<file path="src/rtl/control_unit.sv">
// Instruction-sequencing front end: 128x16 program ROM, PC, IR and the main control FSM.
// Optional macro CU_STATE_DEBUG_EN exports the FSM state codes on outState/nextState.
module control_unit (
   input  logic        Clk,
   input  logic        Reset,
   output logic [15:0] IR_Out,
   output logic [6:0]  PC_Out,
   output logic [7:0]  D_Addr,
   output logic        D_Wr,
   output logic        RF_s,
   output logic [3:0]  RF_W_Addr,
   output logic        RF_W_en,
   output logic [3:0]  RF_Ra_Addr,
   output logic [3:0]  RF_Rb_Addr,
   output logic [2:0]  ALU_s0,
   output logic [3:0]  outState,
   output logic [3:0]  nextState
);

   typedef enum logic [3:0] {
      S_INIT   = 4'd0,
      S_FETCH  = 4'd1,
      S_DECODE = 4'd2,
      S_NOOP   = 4'd3,
      S_LOADA  = 4'd4,
      S_LOADB  = 4'd5,
      S_STORE  = 4'd6,
      S_ADD    = 4'd7,
      S_HALT   = 4'd8,
      S_SUB    = 4'd9
   } state_t;

   typedef struct packed {
      logic [7:0] d_addr;
      logic       d_wr;
      logic       rf_s;
      logic [3:0] w_addr;
      logic       w_en;
      logic [3:0] ra;
      logic [3:0] rb;
      logic [2:0] alu;
      logic       pc_clr;
      logic       pc_up;
      logic       ir_ld;
   } ctrl_t;

   state_t      state_q, state_d;
   logic [6:0]  pc_q, pc_d;
   logic [15:0] ir_q, ir_d;
   logic [15:0] rom_q;
   ctrl_t       ctrl_q;

   // Program image; unlisted locations read as NOOP.
   function automatic logic [15:0] rom_word(input logic [6:0] addr);
      case (addr)
         7'd0:    rom_word = 16'h3ABC;
         7'd1:    rom_word = 16'h4ABC;
         7'd2:    rom_word = 16'h2BCD;
         7'd3:    rom_word = 16'h1ABC;
         7'd4:    rom_word = 16'h0000;
         7'd5:    rom_word = 16'h5000;
         7'd6:    rom_word = 16'h1ABC;
         default: rom_word = 16'h0000;
      endcase
   endfunction

   function automatic ctrl_t ctrl_of(input state_t s, input logic [15:0] ir);
      ctrl_t c;
      c = '0;
      case (s)
         S_INIT:  c.pc_clr = 1'b1;
         S_FETCH: begin
            c.ir_ld = 1'b1;
            c.pc_up = 1'b1;
         end
         S_LOADA, S_LOADB: begin
            c.d_addr = ir[11:4];
            c.rf_s   = 1'b1;
            c.w_addr = ir[3:0];
            c.w_en   = (s == S_LOADB);
         end
         S_STORE: begin
            c.d_addr = ir[7:0];
            c.ra     = ir[11:8];
            c.d_wr   = 1'b1;
         end
         S_ADD, S_SUB: begin
            c.ra     = ir[11:8];
            c.rb     = ir[7:4];
            c.w_addr = ir[3:0];
            c.w_en   = 1'b1;
            c.alu    = (s == S_ADD) ? 3'b001 : 3'b010;
         end
         default: ;
      endcase
      return c;
   endfunction

   assign rom_q = rom_word(pc_q);

   always_comb begin
      state_d = state_q;
      case (state_q)
         S_INIT:   state_d = S_FETCH;
         S_FETCH:  state_d = S_DECODE;
         S_DECODE: begin
            case (ir_q[15:12])
               4'h1:    state_d = S_STORE;
               4'h2:    state_d = S_LOADA;
               4'h3:    state_d = S_ADD;
               4'h4:    state_d = S_SUB;
               4'h5:    state_d = S_HALT;
               default: state_d = S_NOOP;
            endcase
         end
         S_LOADA:  state_d = S_LOADB;
         S_HALT:   state_d = S_HALT;
         default:  state_d = S_FETCH;
      endcase
   end

   always_comb begin
      pc_d = pc_q;
      if (ctrl_q.pc_clr)
         pc_d = 7'd0;
      else if (ctrl_q.pc_up)
         pc_d = pc_q + 7'd1;
      ir_d = ctrl_q.ir_ld ? rom_q : ir_q;
   end

   // Control lines are registered from the next state/IR so they stay Moore with the state.
   always_ff @(posedge Clk) begin
      if (Reset) begin
         state_q <= S_INIT;
         pc_q    <= 7'd0;
         ir_q    <= 16'h0000;
         ctrl_q  <= ctrl_of(S_INIT, 16'h0000);
      end else begin
         state_q <= state_d;
         pc_q    <= pc_d;
         ir_q    <= ir_d;
         ctrl_q  <= ctrl_of(state_d, ir_d);
      end
   end

   assign IR_Out     = ir_q;
   assign PC_Out     = pc_q;
   assign D_Addr     = ctrl_q.d_addr;
   assign D_Wr       = ctrl_q.d_wr;
   assign RF_s       = ctrl_q.rf_s;
   assign RF_W_Addr  = ctrl_q.w_addr;
   assign RF_W_en    = ctrl_q.w_en;
   assign RF_Ra_Addr = ctrl_q.ra;
   assign RF_Rb_Addr = ctrl_q.rb;
   assign ALU_s0     = ctrl_q.alu;

`ifdef CU_STATE_DEBUG_EN
   assign outState  = state_q;
   assign nextState = state_d;
`else
   assign outState  = 4'd0;
   assign nextState = 4'd0;
`endif

endmodule

</file>
<file path="config.mk">
export PLATFORM = sky130hd
export DESIGN_NAME = control_unit
export DESIGN_NICKNAME = d
export VERILOG_FILES = /design/src/rtl/control_unit.sv
export SDC_FILE = /design/constraint.sdc
export NUM_CORES = 1
export LEC_CHECK = 0
export CORE_MARGIN = 5
export CORE_UTILIZATION = 52
export DETAILED_ROUTE_END_ITERATION = 16
export PLACE_DENSITY = 0.86
export SYNTH_ARGS = -nofsm -noshare
export SYNTH_HDL_FRONTEND = slang
export SYNTH_SLANG_ARGS = --single-unit
</file>
<file path="constraint.sdc">
create_clock -name Clk -period 5.7 [get_ports Clk]
set_input_delay 1.14 -clock Clk [delete_from_list [all_inputs] [get_ports Clk]]
set_output_delay 1.14 -clock Clk [all_outputs]
set_load 0.1 [all_outputs]
</file>
==> run metrics, run 1 <==
run status=completed; endpoint of the most critical setup path=IR_Out[14]; PwrDens=349.9 nW/um^2; total DRC errors in the routed layout=0; total inserted antenna cells=0; minimum clock period after layout=3133 ps; clock tree root driver cell=clkbuf_8; Initial Utilization=0.5388; setup repair after global routing missed its margin=no; ratio of final minimum period to clock period=0.5496; remaining antenna violation count after routing=0; max-cap violations=0; Slew headroom=0.3360; # rows=24; Setup crit end kind=output pin; final standard cell utilization of the core=0.6256; Synth Warn #=0; layout overhead on the synthesized area=16.11%; Register Area=1061 sq um; final setup violating endpoints=0; worst min-delay path class=flip-flop to flip-flop; Pins Over Slew Limit=0; Peak Freq=319.2 MHz; register-to-register setup slack=3350 ps; Unique masters post-synth=52; Wirelength per Cell=14.26 um; synthesized area=2346 sq um; global-route wire length before repair=7810 um; total number of nets in the final design=283; ordered list of cells on the worst path=clkdlybuf4s50_1; Crit Path Max Fanout=9; share of Yosys cell area claimed by the top area cell type=0.4523; Critical Setup Path Class=flip-flop to output pin; final weighted congestion in routability-driven placement=0.8102; Max H-tree Level=2; pin count of the biggest net entering global routing=28; Chip Height=77.17 um; overall routed net length=4676 um; slowest cell delay on critical path=1200 ps; Critical Path Stages=1; sinks on the clock net=53; Clock transition at path regs=100 ps; Max VDD drop=0.1475 mV; register bit count reported by yosys=53; number of instances in the synthesized netlist=253; cell area after placement=2634 sq um; Final Skew=4.542 ps; TritonRoute pass-1 iters=4; overall via count from detail_route=1703; Max clock buf depth=2; worst path setup slack after routing=2567 ps; Worst EP required=4560 ps; GR Overflow Total=0; slowest stage cell, crit path=clkdlybuf4s50_1; x dimension of the die=77.17 um; capture point of the worst reg-to-reg path=D_Addr[5]; largest area contributor in the netlist=dfxtp_1; Hold-fix buffers, CTS=0; Finished Cell Area=2724 sq um; initial antenna violation count=0; total of buffers placed on input and output ports=48; top post-synthesis cells by area=dfxtp_1 45%, buf_4 11%, nor2_1 4.6%; GRT Overall Usage=0.1629; vias in the first global route=1615; worst-skew pair later-pin latency=300 ps; start point of the critical path=IR_Out[14]; worst reg2reg path startpoint=IR_Out[13]; io pins=59; count of flip-flops with a built-in enable after synthesis=0; average vias per placed instance=5.192; Starting DRT DRC Count=140; Static Leakage=1.043 nW; Slew @ Worst Pin=992.9 ps; area of combinational cells with multiple inputs=955.9 sq um; clock tree from TritonCTS=yes; layout cells sized above 1=0.07246; Final Hold Fails=0; count of filler cells inserted in the layout=356; cells resized by post-CTS repair=0; cell family contributing the most delay on the critical path=buffers and inverters; data arrival time at the worst-slack endpoint=1990 ps; crit path buf inv count=1; clock buffers created by TritonCTS=5; total setup buffers inserted after CTS=0; pre-CTS setup slack=2835 ps; Register-to-Register Path Depth=7; async set or reset register ratio after synthesis=0; estimated wirelength of the detail-placed design=3531 um; fraction of the yosys area taken by sequential cells=0.4523; Sum Neg Setup Slack=0 ps; Avg Inst Size Synth=9.273 sq um; startpoint class of the critical path=flip-flop; commonest register cell after synthesis=dfxtp_1; Die Area=5954 sq um; Core Area=4354 sq um
power breakdown:
| part | total, mW | leakage [nW] | internal, mW | switching [mW] |
|---|---|---|---|---|
| combinational | 0.317 | 0.569 | 0.0793 | 0.237 |
| clock | 0.212 | 0.0445 | 0.0873 | 0.124 |
| sequential | 0.425 | 0.430 | 0.394 | 0.0304 |
metrics by stage:
| step | cells | hold WS (ps) | power [mW] |
|---|---|---|---|
| floorplan | 262 | 546.4 | 0.6985 |
| global placement | 320 | 485.8 | 0.7439 |
| detailed placement | 320 | 472.8 | 0.7494 |
| CTS | 328 | 482.2 | 0.9574 |
| global route | 328 | 543.6 | 0.9941 |
| finish | 328 | 487.6 | 0.9530 |
sequential cells by signal, summed over array words and instances (netlist names):
register / count
RF_W_en: 1
PC_Out: 7
RF_s: 1
RF_W_Addr: 4
ALU_s0: 2
state_q: 4
ctrl_q: 2
IR_Out: 15
D_Wr: 1
D_Addr: 8
RF_Ra_Addr: 4
RF_Rb_Addr: 4
worst register-to-register path: stages (launching register included):
cell and delay (ps):
dfxtp_1 450, inv_1 90, ha_1 410, nand2_1 80, o2111a_1 190, o41ai_4 450
nand2b_1 390, o32ai_1 140
synthesized netlist by cell type, drive strengths merged (3+ instances only):
cell type  count
nand4          3
inv           19
nor3           4
ha             6
o21ai          7
nand2         18
a21o           7
o32ai          3
nor2          29
o311ai         5
nor2b          6
clkbuf         5
o22ai          5
buf           37
xor2           4
a21oi         11
dfxtp         53
how the worst min path moves through the flow:
stage               slack, ps  startpoint             to  depth (start not counted)
detailed placement        470  IR_Out[10]     IR_Out[10]                          2
CTS                       480  IR_Out[10]  RF_Ra_Addr[2]                          2
floorplan                 550   ctrl_q[1]      IR_Out[8]                          3
global route              540  IR_Out[10]  RF_Ra_Addr[2]                          2
finish                    490  IR_Out[10]  RF_Ra_Addr[2]                          2
global placement          490   IR_Out[8]      IR_Out[8]                          2
final cells by class:
| type | instances | area share |
|---|---|---|
| timing repair buffer | 48 | 0.1764 |
| sequential | 53 | 0.3895 |
| tap | 52 | 0.02389 |
| multi-input combinational | 148 | 0.3509 |
| clock inverter | 3 | 0.007809 |
| clock buffer | 5 | 0.02526 |
| inverter | 19 | 0.02618 |
layer usage:
metal | vias up | wire (um) | track usage
li1 | 847 | - | -
met1 | 782 | 1953 | 0.1864
met2 | 66 | 2294 | 0.2811
met3 | 8 | 346 | 0.05152
met4 | 0 | 81 | 0.06014
met5 | - | 0 | 0
cell usage in the layout (no fill, tap or decap), types with 2 or more instances in the layout:
cell / synthesis / final
o21ai_1: 3 / 3
inv_1: 19 / 19
conb_1: 1 / 10
o32ai_1: 2 / 2
o311ai_0: 2 / 2
nand2_1: 18 / 18
a21oi_1: 11 / 11
xor2_1: 4 / 4
o21a_1: 2 / 2
ha_1: 6 / 6
o22ai_1: 5 / 5
and2_1: 2 / 2
nor3_1: 3 / 3
clkbuf_8: 0 / 5
a21o_1: 7 / 7
nor2_1: 29 / 29
nand2b_1: 2 / 2
clkdlybuf4s50_1: 0 / 48
xnor2_1: 2 / 2
nand4_1: 3 / 3
or3_1: 2 / 2
a21boi_0: 2 / 2
dfxtp_1: 53 / 53
o21ai_0: 4 / 4
nor2b_1: 5 / 5
cell families (layout without fill, tap and decap cells):
family	count (synthesis)	in the layout	synth area share
AO/OA/AOI/OAI	48	48	0.1616
XOR/XNOR	6	6	0.02240
adder cells (fa/ha/maj)	6	6	0.03200
buffers and inverters	61	75	0.1547
flip-flops	53	53	0.4523
multiplexers	1	1	0.004267
other	1	10	0.001598
AND/OR/NAND/NOR	77	77	0.1712
Note: power is estimated with default switching activity, not from simulation.
==> inputs of run 2 (changes only) <==
Settings changed: CORE_UTILIZATION 52 to 49, PLACE_DENSITY 0.86 to 0.82.
Clock period 5.7 ns to 3 ns, I/O delays scaled along.
==> run 2 against run 1 <==
Against the previous run: core utilization is 6.8 points lower; non-clock buffer count is 1 higher; clock-buffer cell count stayed put; cell count is 0.91% higher; worst setup slack worse by 1900 ps; flip-flop and latch count stayed put; critical path depth is 6 higher; die area is 5.3% higher; clock skew is 5.1 ps higher; clock power is 88% higher.
==> run metrics, run 2 (synthesized netlist as in run 1, its figures left out) <==
run status=completed; Max clock buf depth=2 (unchanged); setup repair after global routing missed its margin=no; final weighted congestion in routability-driven placement=0.7688 (-5.1%); io pins=59 (unchanged); final setup violating endpoints=0 (unchanged); PwrDens=689.3 nW/um^2 (+97%); estimated wirelength of the detail-placed design=3538 um (+0.19%); Worst EP required=3190 ps (-1370 ps); TritonRoute pass-1 iters=4 (unchanged); overall via count from detail_route=1662 (-2.4%); post-layout total power=1.803 mW (+89%); data arrival time at the worst-slack endpoint=2480 ps (+490 ps); clock tree from TritonCTS=yes; most common library cell in the layout ignoring fill and taps=dfxtp_1; total number of nets in the final design=284 (+0.35%); slowest cell delay on critical path=440 ps (-760 ps); Core Area=4692 sq um (+7.8%); Setup crit end kind=flip-flop; Crit Path Max Fanout=9 (unchanged); global-route wire length before repair=7624 um (-2.4%); total setup buffers inserted after CTS=0 (unchanged); Peak Freq=436.7 MHz; cells resized by post-CTS repair=0 (unchanged); top library cells by usage in the layout, fill and taps aside=53 x dfxtp_1, 48 x buf_4, 29 x nor2_1; startpoint class of the critical path=flip-flop; worst-skew pair later-pin latency=310 ps (about the same); remaining antenna violation count after routing=0 (unchanged); Starting DRT DRC Count=169 (+21%); ordered list of cells on the worst path=inv_1 > ha_1 > nand2_1 > o2111a_1 > o41ai_4 > nand2b_1 > o22ai_1; clock tree root driver cell=clkbuf_8; Wirelength per Cell=13.90 um (-2.5%); clock buffers created by TritonCTS=5 (unchanged); slowest stage cell, crit path=dfxtp_1; count of filler cells inserted in the layout=425 (+19%); Pins Over Slew Limit=0 (unchanged); total inserted antenna cells=0 (unchanged); total DRC errors in the routed layout=0 (unchanged); Hold-fix buffers, CTS=0 (unchanged); worst hold slack=507.6 ps (+20.05 ps); Critical Setup Path Class=flip-flop to flip-flop; Clock transition at path regs=100 ps (about the same); total of buffers placed on input and output ports=48 (unchanged); Sum Neg Setup Slack=0 ps (unchanged); vias in the first global route=1596 (-1.2%); Static Leakage=1.142 nW (+9.5%); # rows=25 (+4.2%); overall routed net length=4600 um (-1.6%); max-cap violations=0 (unchanged); Die Area=6272 sq um (+5.3%); layout overhead on the synthesized area=11.52%; pin count of the biggest net entering global routing=19 (-32%); layout cells sized above 1=0.2455 (+0.1730); Slew @ Worst Pin=599.6 ps (-393.3 ps); worst min-delay path class=flip-flop to flip-flop; Max H-tree Level=2 (unchanged); Final Hold Fails=0 (unchanged); ratio of final minimum period to clock period=0.7633; Chip Height=79.20 um (+2.6%); GR Overflow Total=0 (unchanged); initial antenna violation count=0 (unchanged); minimum clock period after layout=2290 ps; x dimension of the die=79.20 um (+2.6%); Final Skew=9.639 ps (+5.096 ps); sinks on the clock net=53 (unchanged); number of flip-flops under the largest register name=15 (unchanged); average vias per placed instance=5.021 (-3.3%); Slew headroom=0.5990 (+0.2630); Initial Utilization=0.5000 (-0.03879); Max VDD drop=0.3613 mV (+140%); GRT Overall Usage=0.1564 (-0.006491)
run 2: changes by cell type in the layout (fill, tap and decap cells not counted):
| cell | before | now |
|---|---|---|
| buf_4 | 0 | 48 |
| clkdlybuf4s50_1 | 48 | 1 |
run 2: worst max-delay path: cells and delay by family (launching register included):
kind | cells | cell delay [ps]
AOI/OAI and AO/OA | 3 | 770
and+or+nand+nor | 2 | 450
adders and majority gates | 1 | 410
buffers and inverters | 1 | 90
DFF | 1 | 440
run 2: power breakdown:
part | switching (mW) | internal, mW | leakage [nW]
sequential | 0.0606 | 0.749 | 0.430
combinational | 0.454 | 0.140 | 0.667
clock | 0.234 | 0.166 | 0.0445
total | 0.748 | 1.06 | 1.14
run 2: final timing paths:
kind	cells past startpoint	startpoint	end	slack, ps
max	7	IR_Out[13]	D_Addr[3]	710
min	2	IR_Out[8]	IR_Out[8]	510
max reg2reg	7	IR_Out[13]	D_Addr[3]	710
min reg2reg	2	IR_Out[8]	IR_Out[8]	510
run 2: area by class of cell:
cell class / count / area, sq um / area share
clock inverter: 3 / 21.27 / 0.008130
timing repair buffer: 49 / 370.4 / 0.1416
multi-input combinational: 148 / 955.9 / 0.3654
tap: 54 / 67.56 / 0.02582
inverter: 19 / 71.32 / 0.02726
sequential: 53 / 1061 / 0.4055
clock buffer: 5 / 68.82 / 0.02630
run 2: through the flow:
| stage | worst slack (ps) | util | std cells | instance area, sq um |
|---|---|---|---|---|
| 2_1_floorplan | 239.5 | - | 262 | 2380 |
| 3_3_place_gp | 818.4 | 0.5384 | 323 | 2526 |
| 3_5_place_dp | 721.6 | 0.5384 | 323 | 2526 |
| 4_1_cts | 693.7 | 0.5576 | 331 | 2616 |
| 5_1_grt | 542.7 | 0.5576 | 331 | 2616 |
| 6_report | 710.2 | 0.5576 | 331 | 2616 |
run 2: per-layer routing:
layer / wire length (um) / GRT usage / vias to the layer above
li1: - / - / 847
met1: 2071 / 0.2045 / 765
met2: 2195 / 0.2466 / 43
met3: 254 / 0.03968 / 7
met4: 78 / 0.06186 / 0
met5: 0 / 0 / -
